<file path="config.mk">
export PLATFORM = sky130hd
export DESIGN_NAME = operand_forward_ctrl
export DESIGN_NICKNAME = d
export VERILOG_FILES = /design/src/rtl/pipe_pkg.sv /design/src/rtl/fwd_match.sv /design/src/rtl/operand_forward_ctrl.sv
export SDC_FILE = /design/constraint.sdc
export NUM_CORES = 1
export LEC_CHECK = 0
export BUFFER_PORTS_ARGS = -buffer_cell sky130_fd_sc_hd__buf_2
export CAP_MARGIN = 20
export CELL_PAD_IN_SITES_DETAIL_PLACEMENT = 2
export CELL_PAD_IN_SITES_GLOBAL_PLACEMENT = 2
export CORE_UTILIZATION = 30
export DETAILED_ROUTE_END_ITERATION = 7
export HOLD_SLACK_MARGIN = 0.03
export PLACE_DENSITY_LB_ADDON = 0.05
export SYNTH_ARGS = -nofsm -noshare
export SYNTH_HDL_FRONTEND = slang
export SYNTH_SLANG_ARGS = --single-unit
export TNS_END_PERCENT = 100
</file>
<file path="constraint.sdc">
create_clock -name clk -period 1.7 [get_ports clk]
set_input_delay 0.085 -clock clk [delete_from_list [all_inputs] [get_ports clk]]
set_output_delay 0.085 -clock clk [all_outputs]
set_load 0.03 [all_outputs]
</file>
<file path="src/rtl/pipe_pkg.sv">
// Shared pipeline encodings: ALU operand-select codes and the destination scoreboard entry.
package pipe_pkg;

  localparam int unsigned REG_AW     = 3;
  localparam int unsigned SEL_W      = 2;
  localparam int unsigned PIPE_DEPTH = 3;

  // Scoreboard slot indices, youngest first
  localparam int unsigned STG_EX  = 0;
  localparam int unsigned STG_MEM = 1;
  localparam int unsigned STG_WB  = 2;

  localparam logic [SEL_W-1:0] SRC1_WB    = 2'b00;
  localparam logic [SEL_W-1:0] SRC1_MEM   = 2'b01;
  localparam logic [SEL_W-1:0] SRC1_RF    = 2'b10;

  localparam logic [SEL_W-1:0] SRC2_RF    = 2'b00;
  localparam logic [SEL_W-1:0] SRC2_WB    = 2'b01;
  localparam logic [SEL_W-1:0] SRC2_MEM   = 2'b10;
  localparam logic [SEL_W-1:0] SRC2_SHAMT = 2'b11;

  typedef struct packed {
    logic              valid;
    logic [REG_AW-1:0] rd;
    logic              reg_write;
    logic              mem_read;
  } sb_entry_t;

  localparam sb_entry_t SB_EMPTY = '0;

endpackage

</file>
<file path="src/rtl/fwd_match.sv">
// Compares one source register against the MEM and WB forwarding candidates; MEM wins.
module fwd_match
  import pipe_pkg::*;
#(
  parameter logic [SEL_W-1:0] SEL_MEM = SRC1_MEM,
  parameter logic [SEL_W-1:0] SEL_WB  = SRC1_WB,
  parameter logic [SEL_W-1:0] SEL_RF  = SRC1_RF
) (
  input  logic [REG_AW-1:0] rs,
  input  logic              use_rs,
  input  logic              mem_wr,
  input  logic [REG_AW-1:0] mem_rd,
  input  logic              wb_wr,
  input  logic [REG_AW-1:0] wb_rd,
  output logic [SEL_W-1:0]  sel_c
);

  always_comb begin
    sel_c = SEL_RF;
    if (use_rs && wb_wr && (wb_rd == rs))   sel_c = SEL_WB;
    if (use_rs && mem_wr && (mem_rd == rs)) sel_c = SEL_MEM;
  end

endmodule

</file>
<file path="src/rtl/operand_forward_ctrl.sv">
// EX/MEM/WB destination scoreboard producing registered ALU operand selects and load-use stalls.
module operand_forward_ctrl
  import pipe_pkg::*;
(
  input  logic              clk,
  input  logic              rst,
  input  logic              id_valid,
  input  logic [REG_AW-1:0] id_rs1,
  input  logic [REG_AW-1:0] id_rs2,
  input  logic              id_use_rs1,
  input  logic              id_use_rs2,
  input  logic              id_use_shamt,
  input  logic [REG_AW-1:0] id_rd,
  input  logic              id_reg_write,
  input  logic              id_mem_read,
  input  logic              flush,
  input  logic              mem_busy,
  output logic              stall,
  output logic              ex_bubble,
  output logic [SEL_W-1:0]  alu_src1_select,
  output logic [SEL_W-1:0]  alu_src2_select
);

  sb_entry_t        sb_q [PIPE_DEPTH];
  sb_entry_t        sb_d [PIPE_DEPTH];
  logic [SEL_W-1:0] src1_sel_q, src1_sel_d;
  logic [SEL_W-1:0] src2_sel_q, src2_sel_d;
  logic             ex_bubble_q, ex_bubble_d;

  logic             ex_wr, mem_wr;
  logic             load_hit;
  logic             issue;
  logic [SEL_W-1:0] fwd1_sel, fwd2_sel;
  sb_entry_t        id_entry;

  // At the EX-entry edge the current EX entry becomes MEM and the current MEM entry becomes WB
  assign ex_wr  = sb_q[STG_EX].valid  & sb_q[STG_EX].reg_write;
  assign mem_wr = sb_q[STG_MEM].valid & sb_q[STG_MEM].reg_write;

  fwd_match #(.SEL_MEM(SRC1_MEM), .SEL_WB(SRC1_WB), .SEL_RF(SRC1_RF)) u_fwd_src1 (
    .rs     (id_rs1),
    .use_rs (id_use_rs1),
    .mem_wr (ex_wr),
    .mem_rd (sb_q[STG_EX].rd),
    .wb_wr  (mem_wr),
    .wb_rd  (sb_q[STG_MEM].rd),
    .sel_c  (fwd1_sel)
  );

  fwd_match #(.SEL_MEM(SRC2_MEM), .SEL_WB(SRC2_WB), .SEL_RF(SRC2_RF)) u_fwd_src2 (
    .rs     (id_rs2),
    .use_rs (id_use_rs2),
    .mem_wr (ex_wr),
    .mem_rd (sb_q[STG_EX].rd),
    .wb_wr  (mem_wr),
    .wb_rd  (sb_q[STG_MEM].rd),
    .sel_c  (fwd2_sel)
  );

  // Load data only exists in WB, so a consumer directly behind a load must wait one cycle
  always_comb begin
    load_hit = ex_wr & sb_q[STG_EX].mem_read &
               ((id_use_rs1 & (sb_q[STG_EX].rd == id_rs1)) |
                (id_use_rs2 & (sb_q[STG_EX].rd == id_rs2)));
    stall    = mem_busy | (id_valid & ~flush & load_hit);
    issue    = id_valid & ~flush & ~stall;
    id_entry = '{valid: 1'b1, rd: id_rd, reg_write: id_reg_write, mem_read: id_mem_read};
  end

  always_comb begin
    for (int i = 0; i < int'(PIPE_DEPTH); i++) sb_d[i] = sb_q[i];
    src1_sel_d  = src1_sel_q;
    src2_sel_d  = src2_sel_q;
    ex_bubble_d = ex_bubble_q;
    if (!mem_busy) begin
      for (int i = int'(PIPE_DEPTH) - 1; i > 0; i--) sb_d[i] = sb_q[i-1];
      sb_d[STG_EX] = issue ? id_entry : SB_EMPTY;
      src1_sel_d   = issue ? fwd1_sel : SRC1_RF;
      src2_sel_d   = !issue ? SRC2_RF : (id_use_shamt ? SRC2_SHAMT : fwd2_sel);
      ex_bubble_d  = ~issue;
    end
  end

  always_ff @(posedge clk) begin
    if (rst) begin
      for (int i = 0; i < int'(PIPE_DEPTH); i++) sb_q[i] <= SB_EMPTY;
      src1_sel_q  <= SRC1_RF;
      src2_sel_q  <= SRC2_RF;
      ex_bubble_q <= 1'b1;
    end else begin
      for (int i = 0; i < int'(PIPE_DEPTH); i++) sb_q[i] <= sb_d[i];
      src1_sel_q  <= src1_sel_d;
      src2_sel_q  <= src2_sel_d;
      ex_bubble_q <= ex_bubble_d;
    end
  end

  assign ex_bubble       = ex_bubble_q;
  assign alu_src1_select = src1_sel_q;
  assign alu_src2_select = src2_sel_q;

endmodule

</file>
==> impl_results.md <==
* Status: finished clean
* Die Y at approximately 53 µm
* Largest vdd supply drop at between 400 and 500 µV
* Total Neg Setup Slack at 0 ns
* Synth cell types at 20
* RSZ-0062 raised after global routing: true
* Worst Hold Class: input pin to flop
* Clk_lat worst skew at roughly 0.3 ns
* Crit path time final at 1.682 ns
* Post-DP HPWL at between 1000 and 1500 µm
* Gpl congestion at around 0.68
* CP required at between 1.5 and 2 ns
* Die width at approximately 53 µm
* CP arrival at 1.60 ns
* Layout area overhead at 30.94%
* Initial antenna violation count at 0
* Crit-path leading delay family: flip-flops
* Layout fillers at 271
* Vias at between 600 and 700
* Total gr overflow at 0
* Critical path origin: sb_q[0][3]
* Reg2Reg Launch Point: sb_q[0][3]
* Clock sinks at 16
* Final Hold Viols at 0
* Fin nets at 118
* Post-Synthesis Cells at 66
* Largest net degree at the start of global routing at 14
* Worst path bufs/invs at 1
* Max Transition Viols Final at 0
* Drt via density at 4.766
* DRC Markers at 0
* Detailed Routing Iterations Pass 1 at 2
* DRT iter0 DRCs at 4
* Avg Cell Area, Syn at between 10 and 15 µm²
* Post-route antenna net violation count at 0
* Post-synth EDFFs at 11
* Total track usage at between 10% and 20%
* Synth Cell Area at 784.5 µm²
* Area occupied by multi-input gates at between 300 and 400 µm²
* Count leader, synth: edfxtp_1
* Final worst path period share at between 90% and 100%
* Critical Path End Type: output port
* Number of global-route vias before repair at 613
* Most used DFF post-synth: edfxtp_1
* Post-synth top cells: 11 x edfxtp_1, 10 x xnor2_1, 6 x nor2b_1
* Post-Route Skew at about 0.007 ns
* Final core utilization at approximately two fifths
* Worst-path clk slew at 0.10 ns
* Initial Util at a little under a third
* Fmax at between 0.5 and 0.6 GHz
* Crit-path slowest cell: edfxtp_1
* Slew HR at between 60% and 70%
* Synth area leader: edfxtp_1
* Area of the core at 2477 µm²
* Async set or reset register ratio after synthesis at 0%
* Hold Startpoint: id_reg_write
* # IOs at 25
* Crit path cell chain: xnor2_1 > nand4_1 > a21oi_2 > a31o_2 > buf_6
* Placed Area at about 940 µm²
* DIE AREA at around 2800 µm²
* Top post-synthesis cells by area: edfxtp_1 42%, dfxtp_1 13%, xnor2_1 11%, nor2b_1 4.8%, and2_1 4.0%
* H-tree depth at 1
* CP Launch Type: flop
* Register Area at roughly 430 µm²
* CTS tree: done
* Worst-margin pin slew at about 0.48 ns
* Max Buffers Root-to-Sink at 2
* Max Fanout on Critical Path at 3
* Layout cell share with drive strength beyond 1 at a little over two fifths
* Post-Layout Inst Area at about 1000 µm²
* Leakage power at ~0.41 nW
* Input/output buffers at 24
* # rows at 18
* Number of max-cap violations at 0
* Syn Nets at 85
* Synth warn at 0
* Share of the synthesized area in the top cell type at between 40% and 50%
* WL/cell at 13.93 µm
* Synth Register Bits at 16
* Cts bufs inserted at 3
* Kind of critical path: flop to output port
* Register area share after synthesis at 54.86%
* Max stage delay on crit path at around 0.46 ns
* First-pass GRT wire length at around 2900 µm
* Final setup viols at 0
* Cts hold-fix bufs at 0
* PwrDens at between 700 and 800 nW/µm²
* WL final at 1783 µm
* Diode count at 0
* Root Buffer: clkbuf_4
## final timing paths
path | to | slack, ns | depth (start not counted)
setup / recovery | stall | 0.02 | 5
hold / removal | sb_q[0][1] | 0.08 | 2
setup reg to reg | sb_q[0][2] | 0.02 | 7
hold reg to reg | ex_bubble | 0.49 | 2
## placed cells by master (no fill, tap or decap)
cell and n:
inv_1 3, buf_6 2, nand4_1 4, edfxtp_1 11, clkbuf_4 3, dfxtp_1 5
a22o_1 3, buf_4 4, xnor2_1 10, a21oi_1 1, buf_2 23, a31o_2 1
o22ai_1 1, a21oi_2 1, nand2_1 3, o21ai_0 1, and2_4 5, nor4_4 1
clkbuf_8 1, nor2_1 5, xor2_1 2, nor2b_1 6, o41ai_2 1, nand3_1 1
## report_power, final
| part | switching (mW) | internal, mW | total (mW) |
|---|---|---|---|
| Combinational | 0.0544 | 0.0534 | 0.108 |
| Sequential | 0.0137 | 0.435 | 0.448 |
| Clock | 0.129 | 0.131 | 0.260 |
## cell type report
cell class	count	area share, %
clock buffers	4	3.532
flip-flops and latches	16	41.90
repair buffers	29	16.32
inverters	3	1.096
multi-input cells	46	33.50
well taps	30	3.654
## registers in the layout, summed over array words and instances, names as in the netlist
| name | flops |
|---|---|
| alu_src2_select | 2 |
| ex_bubble | 1 |
| alu_src1_select | 2 |
| sb_q | 11 |
## per-stage QoR
step / setup slack (ns) / std cells / total power [mW] / hold WS, ns
after floorplan: 0.1891 / 66 / 0.5114 / 0.2761
after global placement: 0.1092 / 120 / 0.5565 / 0.3613
after detailed placement: 0.03914 / 120 / 0.5593 / 0.3709
after CTS: -0.03244 / 128 / 0.8290 / 0.05823
after global routing: -0.09155 / 128 / 0.8569 / 0.07041
final: 0.01825 / 128 / 0.8161 / 0.07739
## per-layer routing
layer / track usage [%] / share of wire (%) / vias up
met5: 0 / 0 / -
met4: 11.84 / 3.3 / 0
met3: 3.736 / 5.3 / 5
met2: 24.47 / 48 / 19
met1: 18.23 / 44 / 289
li1: - / - / 297
## timing repair
action,4_1_cts,5_1_grt
endpoints found under the setup margin,1,11
gates resized for setup,6,2
setup buffers,4,0
pin swaps,13,6
## cell families (layout without fill, tap and decap cells)
logic type | Yosys count | in the layout | synth area share, %
DFF | 16 | 16 | 54.87
AOI/OAI and AO/OA | 9 | 9 | 9.730
and+or+nand+nor | 25 | 25 | 19.14
xor gates and xnor gates | 12 | 12 | 13.40
buffers and inverters | 4 | 36 | 2.871
Note: power is estimated with default switching activity, not from simulation.
